[src/rtl/uart_tx_arbiter.sv]
// Round-robin arbiter sharing one UART transmitter among NUM_REQ byte sources.
// Define UART_ARB_PACKET_LOCK_EN to hold the grant across frames (LOCK state, req_last, LOCK_TIMEOUT).
module uart_tx_arbiter #(
    parameter int NUM_REQ      = 4,
    parameter int DATA_WIDTH   = 8,
    parameter int LOCK_TIMEOUT = 0
) (
    input  logic                          clk,
    input  logic                          reset_n,
    input  logic [NUM_REQ-1:0]            req_valid,
    input  logic [NUM_REQ*DATA_WIDTH-1:0] req_data,
    input  logic [NUM_REQ-1:0]            req_last,
    output logic [NUM_REQ-1:0]            req_ready,
    output logic                          tx_valid,
    output logic [DATA_WIDTH-1:0]         tx_data,
    input  logic                          tx_ready,
    output logic [$clog2(NUM_REQ)-1:0]    grant_id,
    output logic                          busy
);

    localparam int IDW = $clog2(NUM_REQ);

    typedef enum logic [1:0] {IDLE, SEND, LOCK} state_t;

    state_t                state;
    logic [IDW-1:0]        last_grant;
    logic [IDW-1:0]        winner;
    logic [IDW-1:0]        cand;
    logic [IDW-1:0]        sel;
    logic                  found;
    logic                  take;
    int                    rr_idx;
    logic [DATA_WIDTH-1:0] req_bytes [NUM_REQ];

    for (genvar i = 0; i < NUM_REQ; i++) begin : g_unpack
        assign req_bytes[i] = req_data[i*DATA_WIDTH +: DATA_WIDTH];
    end

    // Search upward from the requester after the last winner, wrapping around.
    always_comb begin
        winner = '0;
        found  = 1'b0;
        rr_idx = 0;
        cand   = '0;
        for (int k = 1; k <= NUM_REQ; k++) begin
            rr_idx = (int'(last_grant) + k) % NUM_REQ;
            cand   = IDW'(rr_idx);
            if (!found && req_valid[cand]) begin
                winner = cand;
                found  = 1'b1;
            end
        end
    end

    always_comb begin
        req_ready = '0;
        sel       = winner;
        take      = 1'b0;
        case (state)
            IDLE: begin
                if (found) begin
                    req_ready[winner] = 1'b1;
                    take              = 1'b1;
                end
            end
`ifdef UART_ARB_PACKET_LOCK_EN
            LOCK: begin
                sel = grant_id;
                if (req_valid[grant_id]) begin
                    req_ready[grant_id] = 1'b1;
                    take                = 1'b1;
                end
            end
`endif
            default: begin
            end
        endcase
    end

    assign busy = (state != IDLE);

`ifdef UART_ARB_PACKET_LOCK_EN
    logic last_flag;
    int   lock_timer;

    always_ff @(posedge clk or negedge reset_n) begin
        if (!reset_n) begin
            state      <= IDLE;
            tx_valid   <= 1'b0;
            tx_data    <= '0;
            grant_id   <= '0;
            last_grant <= IDW'(NUM_REQ - 1);
            last_flag  <= 1'b0;
            lock_timer <= 0;
        end else if (take) begin
            tx_data    <= req_bytes[sel];
            grant_id   <= sel;
            last_grant <= sel;
            last_flag  <= req_last[sel];
            tx_valid   <= 1'b1;
            state      <= SEND;
        end else begin
            case (state)
                SEND: begin
                    if (tx_ready) begin
                        tx_valid   <= 1'b0;
                        lock_timer <= 0;
                        state      <= last_flag ? IDLE : LOCK;
                    end
                end
                // A silent locked requester loses the line after LOCK_TIMEOUT idle cycles.
                LOCK: begin
                    if (LOCK_TIMEOUT > 0) begin
                        if (lock_timer == LOCK_TIMEOUT - 1) begin
                            state <= IDLE;
                        end else begin
                            lock_timer <= lock_timer + 1;
                        end
                    end
                end
                default: begin
                end
            endcase
        end
    end
`else
    logic unused_lock_inputs;
    assign unused_lock_inputs = (^req_last) ^ (LOCK_TIMEOUT != 0);

    always_ff @(posedge clk or negedge reset_n) begin
        if (!reset_n) begin
            state      <= IDLE;
            tx_valid   <= 1'b0;
            tx_data    <= '0;
            grant_id   <= '0;
            last_grant <= IDW'(NUM_REQ - 1);
        end else if (take) begin
            tx_data    <= req_bytes[sel];
            grant_id   <= sel;
            last_grant <= sel;
            tx_valid   <= 1'b1;
            state      <= SEND;
        end else if (state == SEND && tx_ready) begin
            tx_valid <= 1'b0;
            state    <= IDLE;
        end
    end
`endif

endmodule

[config.mk]
export PLATFORM = sky130hd
export DESIGN_NAME = uart_tx_arbiter
export DESIGN_NICKNAME = d
export VERILOG_FILES = /design/src/rtl/uart_tx_arbiter.sv
export SDC_FILE = /design/constraint.sdc
export NUM_CORES = 1
export LEC_CHECK = 0
export CORE_MARGIN = 8
export CORE_UTILIZATION = 34
export CTS_CLUSTER_SIZE = 12
export DETAILED_ROUTE_END_ITERATION = 7
export PLACE_DENSITY = 0.79
export SYNTH_ARGS = -nofsm -noshare
export SYNTH_HDL_FRONTEND = slang
export SYNTH_SLANG_ARGS = --single-unit
export TNS_END_PERCENT = 50
[constraint.sdc]
create_clock -name clk -period 2.2 [get_ports clk]
set_input_delay 0.22 -clock clk [delete_from_list [all_inputs] [get_ports clk]]
set_output_delay 0.22 -clock clk [all_outputs]
set_load 0.03 [all_outputs]
Word level (Yosys, flattened, before mapping)
Index checks and enable logic that the tools add are counted.
Storage, ports and cells
  bits in registers: 15
  bits of input ports: 43
  output and inout bits: 16
  logic and storage cells: 58
Cells by class
  $add $sub $neg: 4
  $lt $le $gt $ge: 7
  equality and inequality tests: 1
  multiplexer cells: 29
  bitwise operators: 1
  reduce and logical (&&, ||, !) cells: 11
Operators with widths (count)
  binary-select mux 8 bit (select 2 bit): 1
  2-to-1 mux 8 bit: 2
  < comparator 2 x 3 -> 1 bit (second input constant): 5
  2-to-1 mux 1 bit: 13
  2-to-1 mux 2 bit: 6
  binary-select mux 1 bit (select 2 bit): 4
  2-to-1 mux 4 bit: 2
  logical AND 1 bit: 5
  adder 2 x 1 -> 2 bit (second input constant): 2
  adder 2 bit (second input constant): 2
  nonzero test 2 bit: 2
  >= comparator 3 bit (second input constant): 1
  zero test 1 bit: 3
  inverter 2 -> 3 bit: 1
  demux 1 bit (select 2 bit): 1
  == test 2 x 1 -> 1 bit (second input constant): 1
  >= comparator 2 x 1 -> 1 bit (second input constant): 1
  zero test 2 bit: 1

Logic depth before layout (Yosys ltp)
Gate-level depths: netlist (run 1).
  word-level depth: 19
  mapped depth: 6
  depth with buffers taken out: 5

Least setup slack after synthesis (run 1)
No wires, ideal clock.
  path type: register -> output
  start: register last_grant[0]
  end: output req_ready[0]
  arrival: 1.715 ns
  required time: 1.980 ns
  path slack: 0.265 ns
  cell stages (with the launch flop): 7
  buffers on the path: 1
  path through: dfstp_2 -> nand2b_1 -> o21ai_2 -> a211oi_2 -> buf_4 -> inv_1 -> nor2_1
Between the ends
  word-level cells in the longest chain between the ends: 19
  elaborated cells on any way between the ends: 33
  classes of those cells: add/sub: 4; order compare: 2; mux: 20; reduce/logical: 7
Ends and longest elaborated chain
  from (decl): RTL line 26  | logic [IDW-1:0] last_grant;
  from (signal assigned): RTL line 136  | last_grant <= IDW'(NUM_REQ - 1);
  from (signal assigned): RTL line 140  | last_grant <= sel;
  adder 2 x 1 -> 2 bit: RTL line 46  | rr_idx = (int'(last_grant) + k) % NUM_REQ;
  binary-select mux 1 bit (select 2 bit): RTL line 48  | if (!found && req_valid[cand]) begin
  2-to-1 mux 1 bit (implied by the code): RTL line 48
  2-to-1 mux 1 bit: RTL line 48
  zero test 1 bit: RTL line 48
  logical AND 1 bit: RTL line 48
  2-to-1 mux 1 bit: RTL line 48
  zero test 1 bit: RTL line 48
  [... 3 more ...]
  logical AND 1 bit: RTL line 48
  2-to-1 mux 2 bit: RTL line 48
  < comparator 2 x 3 -> 1 bit (implied by the code) or >= comparator 2 x 1 -> 1 bit (tied branches): RTL line 62  | req_ready[winner] = 1'b1;
  logical AND 1 bit (implied by the code): RTL line 62
  2-to-1 mux 1 bit (implied by the code): RTL line 62
  demux 1 bit (select 2 bit): RTL line 62
  2-to-1 mux 4 bit *: RTL line 61  | if (found) begin
  2-to-1 mux 4 bit *: RTL line 59  | case (state)
  to (decl): RTL line 13  | output logic [NUM_REQ-1:0] req_ready,
Mark *: on every way between the ends. The rest lies on a longest branch, timed or not. The select of a mux whose other input is x is not followed.

Final worst setup path (run 1)
Ends and elaborated chain as after synthesis.

==> impl_metrics.ini, run 1 <==
[outcome]
status = complete, no violations

[synthesis]
synth_seq_cells = 13
synth.net_count = 125
synth_cells = 82
ys_types = 20
ys.warnings.count = 0
synthesis.area_um2 = 836
ys_seq_area_share_pct = 39.2
avgSynthCellArea_um2 = 10.2

[clock_tree]
htreeDepth = 1
cts_root_buf = clkbuf_4
cts.path.max_buffers = 2
clkTransAtPathRegs_ns = 0.08
cts_tree = built
clk_latency_ns = 0.27
tritoncts.num_buffers = 3
numClockSinks = 13
cts.hold.buffers_added = 0

[route]
viasPerCell = 4.99
finalWirelength_um = 2630
vias = 863
wl_met2_um = 1220
met3_length_um = 271
wl_per_cell_um = 15.2
drc = 0
top_layer_used = met4
drt-initial-drc-count = 31
ant_nets = 0
met1_length_um = 1090
dr.pass1.iters = 2

[die]
core-area_um2 = 2410
boundaryPins = 59
num_rows = 18
chipHeight_um = 65.6
start_util_pct = 34.7
dieArea_um2 = 4300
die_x_um = 65.6

[finish]
nets = 187
drive_gt1_share_pct = 18.9
multi_input_area_um2 = 462
seq_area_um2 = 328
nFillCells = 210
antennaDiodeCount = 0
syn_to_final_growth_pct = 75.0

[worst_setup_path]
crit_path_start_kind = flip-flop
r2r-start = last_grant[0]
crit_fanout = 5
crit_arrival_ns = 1.87
criticalPathCategory = flip-flop to output pin
end_kind = output pin
r2r_cells = 7
cp-startpoint = last_grant[0]
crit_required_ns = 1.98

[place]
pre_cts_ws_ns = 0.115
io_buffers = 54
post-dp-hpwl_um = 2190
place.gp.congestion = 0.707

[timing]
hold_viol = 0
finalSetupTns_ns = 0
fmax_ghz = 0.478
worstMarginPinSlew_ns = 0.565
maxSlewHeadroom_pct = 62.2
min_period_ns = 2.09
period_share_pct = 95.1
timing_max_transition_violations_final = 0
finalWorstSetupSlack_ns = 0.107
skew_ns = 0.00347
setup_violations = 0
rsz0062_at_grt = false

[grt]
grt-ovfl-total = 0
grt_pass1_wl_um = 4370
track_usage_pct = 13.1
antenna_found_initial = 0
grt_max_degree = 14
grt_pass1_vias = 974

[power_and_ir_drop]
p_leak_nw = 0.643
power_density_nw_per_um2 = 866
irDropWorstVdd_mv = 0.581

[flow_run]
timing.max_cap.violations = 0

[min_path]
min_path_type = input pin to async pin
## layer usage
layer  GRT usage, %  vias to the layer above
li1               -                      419
met1           14.0                      402
met2           20.7                       38
met3           7.14                        4
met4           6.54                        0
met5              0                        -
## flip-flops by register name (all words and copies together) (netlist names)
register	count
grant_id	2
last_grant	2
state	1
tx_data	8
## through the flow
| step | power [W] | instances | utilization (%) | instance area, um^2 | hold slack (ns) |
|---|---|---|---|---|---|
| 5_1_grt | 0.00134 | 173 | 60.7 | 1460 | 0.348 |
| 3_3_place_gp | 0.00109 | 167 | 58.8 | 1420 | 0.466 |
| 4_1_cts | 0.00126 | 171 | 59.9 | 1440 | 0.321 |
| 6_report | 0.00127 | 173 | 60.7 | 1460 | 0.306 |
| 2_1_floorplan | 0.000803 | 82 | - | 836 | -0.0756 |
| 3_5_place_dp | 0.00111 | 167 | 58.8 | 1420 | 0.473 |
## cells in the final DEF, fill, tap and decap left out
cell type        netlist  final
a21oi_1                4      4
o221ai_2               6      6
buf_4                  4     12
nor3_1                 1      1
nor2_1                 8      8
o22ai_1                1      1
o21a_1                 1      1
dfstp_2                2      2
o221ai_1               2      2
clkbuf_4               0      3
o21ai_2                1      1
dfrtp_1               11     11
inv_1                  2      2
nor4_1                 1      1
or2_2                  1      1
clkdlybuf4s50_1        0     50
clkbuf_1               0      1
nand2b_1               4      4
nand2_1               13     13
buf_6                  1      1
a211oi_4               0      1
mux2i_1               17     17
## path summary, 6_finish.rpt
check | endpoint | slack, ns
max | req_ready[0] | 0.11
min | tx_data[4] | 0.31
max reg2reg | tx_data[1] | 0.30
min reg2reg | grant_id[1] | 0.50
max in group asynchronous | last_grant[0] | 1.52
min in group clk | grant_id[1] | 0.50
## critical path, stage by stage, from the launching register on
cell and delay [ns]:
dfstp_2 0.54, nand2b_1 0.15, o21ai_2 0.09, a211oi_4 0.31
buf_6 0.18, inv_1 0.05, nor2_1 0.10, buf_4 0.18
## cell families after synthesis
kind of cell / synth area share (%)
AND/OR/NAND/NOR: 14.5
multiplexers: 20.4
AO/OA/AOI/OAI: 19.5
flip-flops: 39.2
buffers and inverters: 6.44
## synth_stat cells
library cell	n	area, um^2
a211oi_2	1	12.5
a21oi_1	4	20.0
buf_2	1	5.00
buf_4	4	30.0
buf_6	1	11.3
dfrtp_1	11	275
dfstp_2	2	52.6
inv_1	2	7.51
mux2i_1	17	170
nand2_1	13	48.8
nand2b_1	4	25.0
nor2_1	8	30.0
nor3_1	1	5.00
nor4_1	1	6.26
o21a_1	1	7.51
o21ai_2	1	8.76
o221ai_1	2	17.5
o221ai_2	6	90.1
o22ai_1	1	6.26
or2_2	1	6.26
## area by class of cell
type                       count  share of cell area [%]
timing repair buffer          63                    41.1
inverter                       2                   0.513
clock buffer                   4                    1.80
sequential                    13                    22.4
tap                           30                    2.57
multi-input combinational     61                    31.6
## repair_timing
item                                    in CTS  in global routing
setup buffers                                0                  2
resized for setup                            0                  1
endpoints found under the setup margin       0                  2
## report_power, final
group	switching, W	internal, W
clock network	0.0000745	0.0000702
registers	0.0000536	0.000324
logic	0.000383	0.000361
Note: power is estimated with default switching activity, not from simulation.
==> inputs of run 2 (changes only) <==
ABC_AREA = 1   (was default)
CORE_UTILIZATION = 41   (was 34)
PLACE_DENSITY = 0.8   (was 0.79)
==> impl_metrics.ini, run 2 <==
[finish]
layout.cells.non_filler = 291
layout_common_cells = clkdlybuf4s50_1, nand2_1, inv_1
largest_register_ff_count = 8
largest_registers = tx_data (8), grant_id (2), last_grant (2)
top_register = tx_data
final_common_cell = clkdlybuf4s50_1
antennaDiodeCount = 0
nets = 302
drive_gt1_share_pct = 34.5
nFillCells = 239
syn_to_final_growth_pct = 70.8

[synthesis]
synth.net_count = 222
avgSynthCellArea_um2 = 6.98
ys_top_cells_by_count = nand2_1, inv_1, nand3_1, nand2_2, dfrtp_1
ys_types = 29
ys_seq_area_share_pct = 26.3
synth_seq_cells = 13
netlist_top_cells_area = dfrtp_1, nand2_1, nand3_1, inv_1, nand2_2
synth-edff-count = 0
synth_cells = 179
post-synth-top-count-cell = nand2_1
yosysTopAreaCell = dfrtp_1
synthesis.area_um2 = 1250
dominantRegCellSynth = dfrtp_1
netlist.area_leader.share_pct = 22.0
ys_async_sr_fraction_pct = 100
ys.warnings.count = 0

[power_and_ir_drop]
power_density_nw_per_um2 = 2100
p_leak_nw = 1.08
p_total_w = 0.00448
irDropWorstVdd_mv = 1.34

[worst_setup_path]
crit_fanout = 5
crit_path_max_incr_delay_ns = 0.61
r2r_cells = 15
criticalPathCategory = flip-flop to output pin
worst-path-buf-inv = 4
end_kind = output pin
crit_path_start_kind = flip-flop
crit_required_ns = 1.98
path_delay_family = simple AND/OR/NAND/NOR gates
path_cells = buf_6 -> nand2_2 -> nand2_2 -> nand2_1 -> nand2_2 -> inv_2 -> nand4_1 -> nand2_4 -> buf_6 -> nor3_4 -> buf_6
crit_arrival_ns = 2.10
slowest_stage = dfstp_2
critical_path_depth = 11

[die]
die_x_um = 71.2
num_rows = 20
boundaryPins = 59
chipHeight_um = 71.2
core-area_um2 = 2980
start_util_pct = 41.9
dieArea_um2 = 5070

[timing]
holdWs_ns = 0.319
maxSlewHeadroom_pct = 59.5
finalSetupTns_ns = -0.351
fmax_ghz = 0.431
period_share_pct = 105
skew_ns = 0.00366
hold_viol = 0
worstMarginPinSlew_ns = 0.606
timing_max_transition_violations_final = 0
setup_violations = 4
min_period_ns = 2.32
rsz0062_at_grt = true
finalWorstSetupSlack_ns = -0.120

[clock_tree]
htreeDepth = 1
cts_root_buf = clkbuf_4
numClockSinks = 13
cts.path.max_buffers = 2
cts_tree = built
clkTransAtPathRegs_ns = 0.08
tritoncts.num_buffers = 3
clk_latency_ns = 0.28

[outcome]
violations = negative setup slack
status = finished, violations left

[route]
wl_per_cell_um = 14.1
viasPerCell = 4.95
drt-initial-drc-count = 63
dr.pass1.iters = 4
ant_nets = 0
finalWirelength_um = 4090
vias = 1440
drc = 0

[flow_run]
timing.max_cap.violations = 0

[place]
io_buffers = 54
place.gp.congestion = 0.832
dp.cells = 269
pre_cts_ws_ns = 0.0928
post-dp-hpwl_um = 2680

[grt]
grt_pass1_wl_um = 5890
grt-ovfl-total = 0
antenna_found_initial = 0
grt_pass1_vias = 1286
track_usage_pct = 14.1
grt_max_degree = 19

[min_path]
min_path_type = input pin to async pin
run 2: changes by cell type in the layout (fill, tap and decap cells not counted), sizes merged, moves of 5 or more:
cell    previous run  this run
nand2             13        71
inv                2        34
nand3              0        25
buf               13        30
mux2i             17         0
o221ai             8         0
o211ai             0         5
run 2: cell families (layout without fill, tap and decap cells):
logic type,after synthesis,in the layout,synth area share (%)
AO/OA/AOI/OAI,11,11,7.92
buffers and inverters,40,119,16.3
flip-flops,13,13,26.3
AND/OR/NAND/NOR,115,115,49.5
run 2: metal layers:
layer	global-route usage [%]	wire length, um
met2	24.3	2140
met4	1.39	26
met3	5.93	273
met5	0	0
met1	16.1	1650
run 2: report_power, final:
part	total, W	switching [W]	internal, W
clock network	0.000151	0.0000808	0.0000703
registers	0.000477	0.0000864	0.000391
logic	0.00385	0.00216	0.00169
run 2: layout make-up:
| cell class | instances | area, um^2 | area share (%) |
|---|---|---|---|
| repair buffers | 81 | 793 | 37.2 |
| inverters | 34 | 140 | 6.57 |
| flip-flops and latches | 13 | 328 | 15.4 |
| multi-input cells | 126 | 805 | 37.7 |
| clock buffers | 4 | 26.3 | 1.23 |
| well taps | 33 | 41.3 | 1.94 |
run 2: per-stage QoR:
stage	utilization [%]	area, um^2
after global routing	71.6	2130
after floorplan	-	1250
after detailed placement	61.7	1840
final	71.6	2130
after global placement	61.7	1840
after CTS	67.0	1990
run 2: path summary, 6_finish.rpt:
check                      slack [ns]            to     startpoint
max                             -0.12  req_ready[0]  last_grant[0]
min                              0.32    tx_data[7]        reset_n
max reg2reg                      0.03    tx_data[5]  last_grant[0]
min reg2reg                      0.49    tx_data[2]     tx_data[2]
max in group asynchronous        1.49    tx_data[1]        reset_n
min in group clk                 0.49    tx_data[2]     tx_data[2]
run 2: timing repair:
item	CTS	global route
gates resized for setup	16	19
buffers inserted	10	7
pin swaps	13	19
gates cloned	0	1
setup endpoints to repair	4	10
hold buffers	0	0
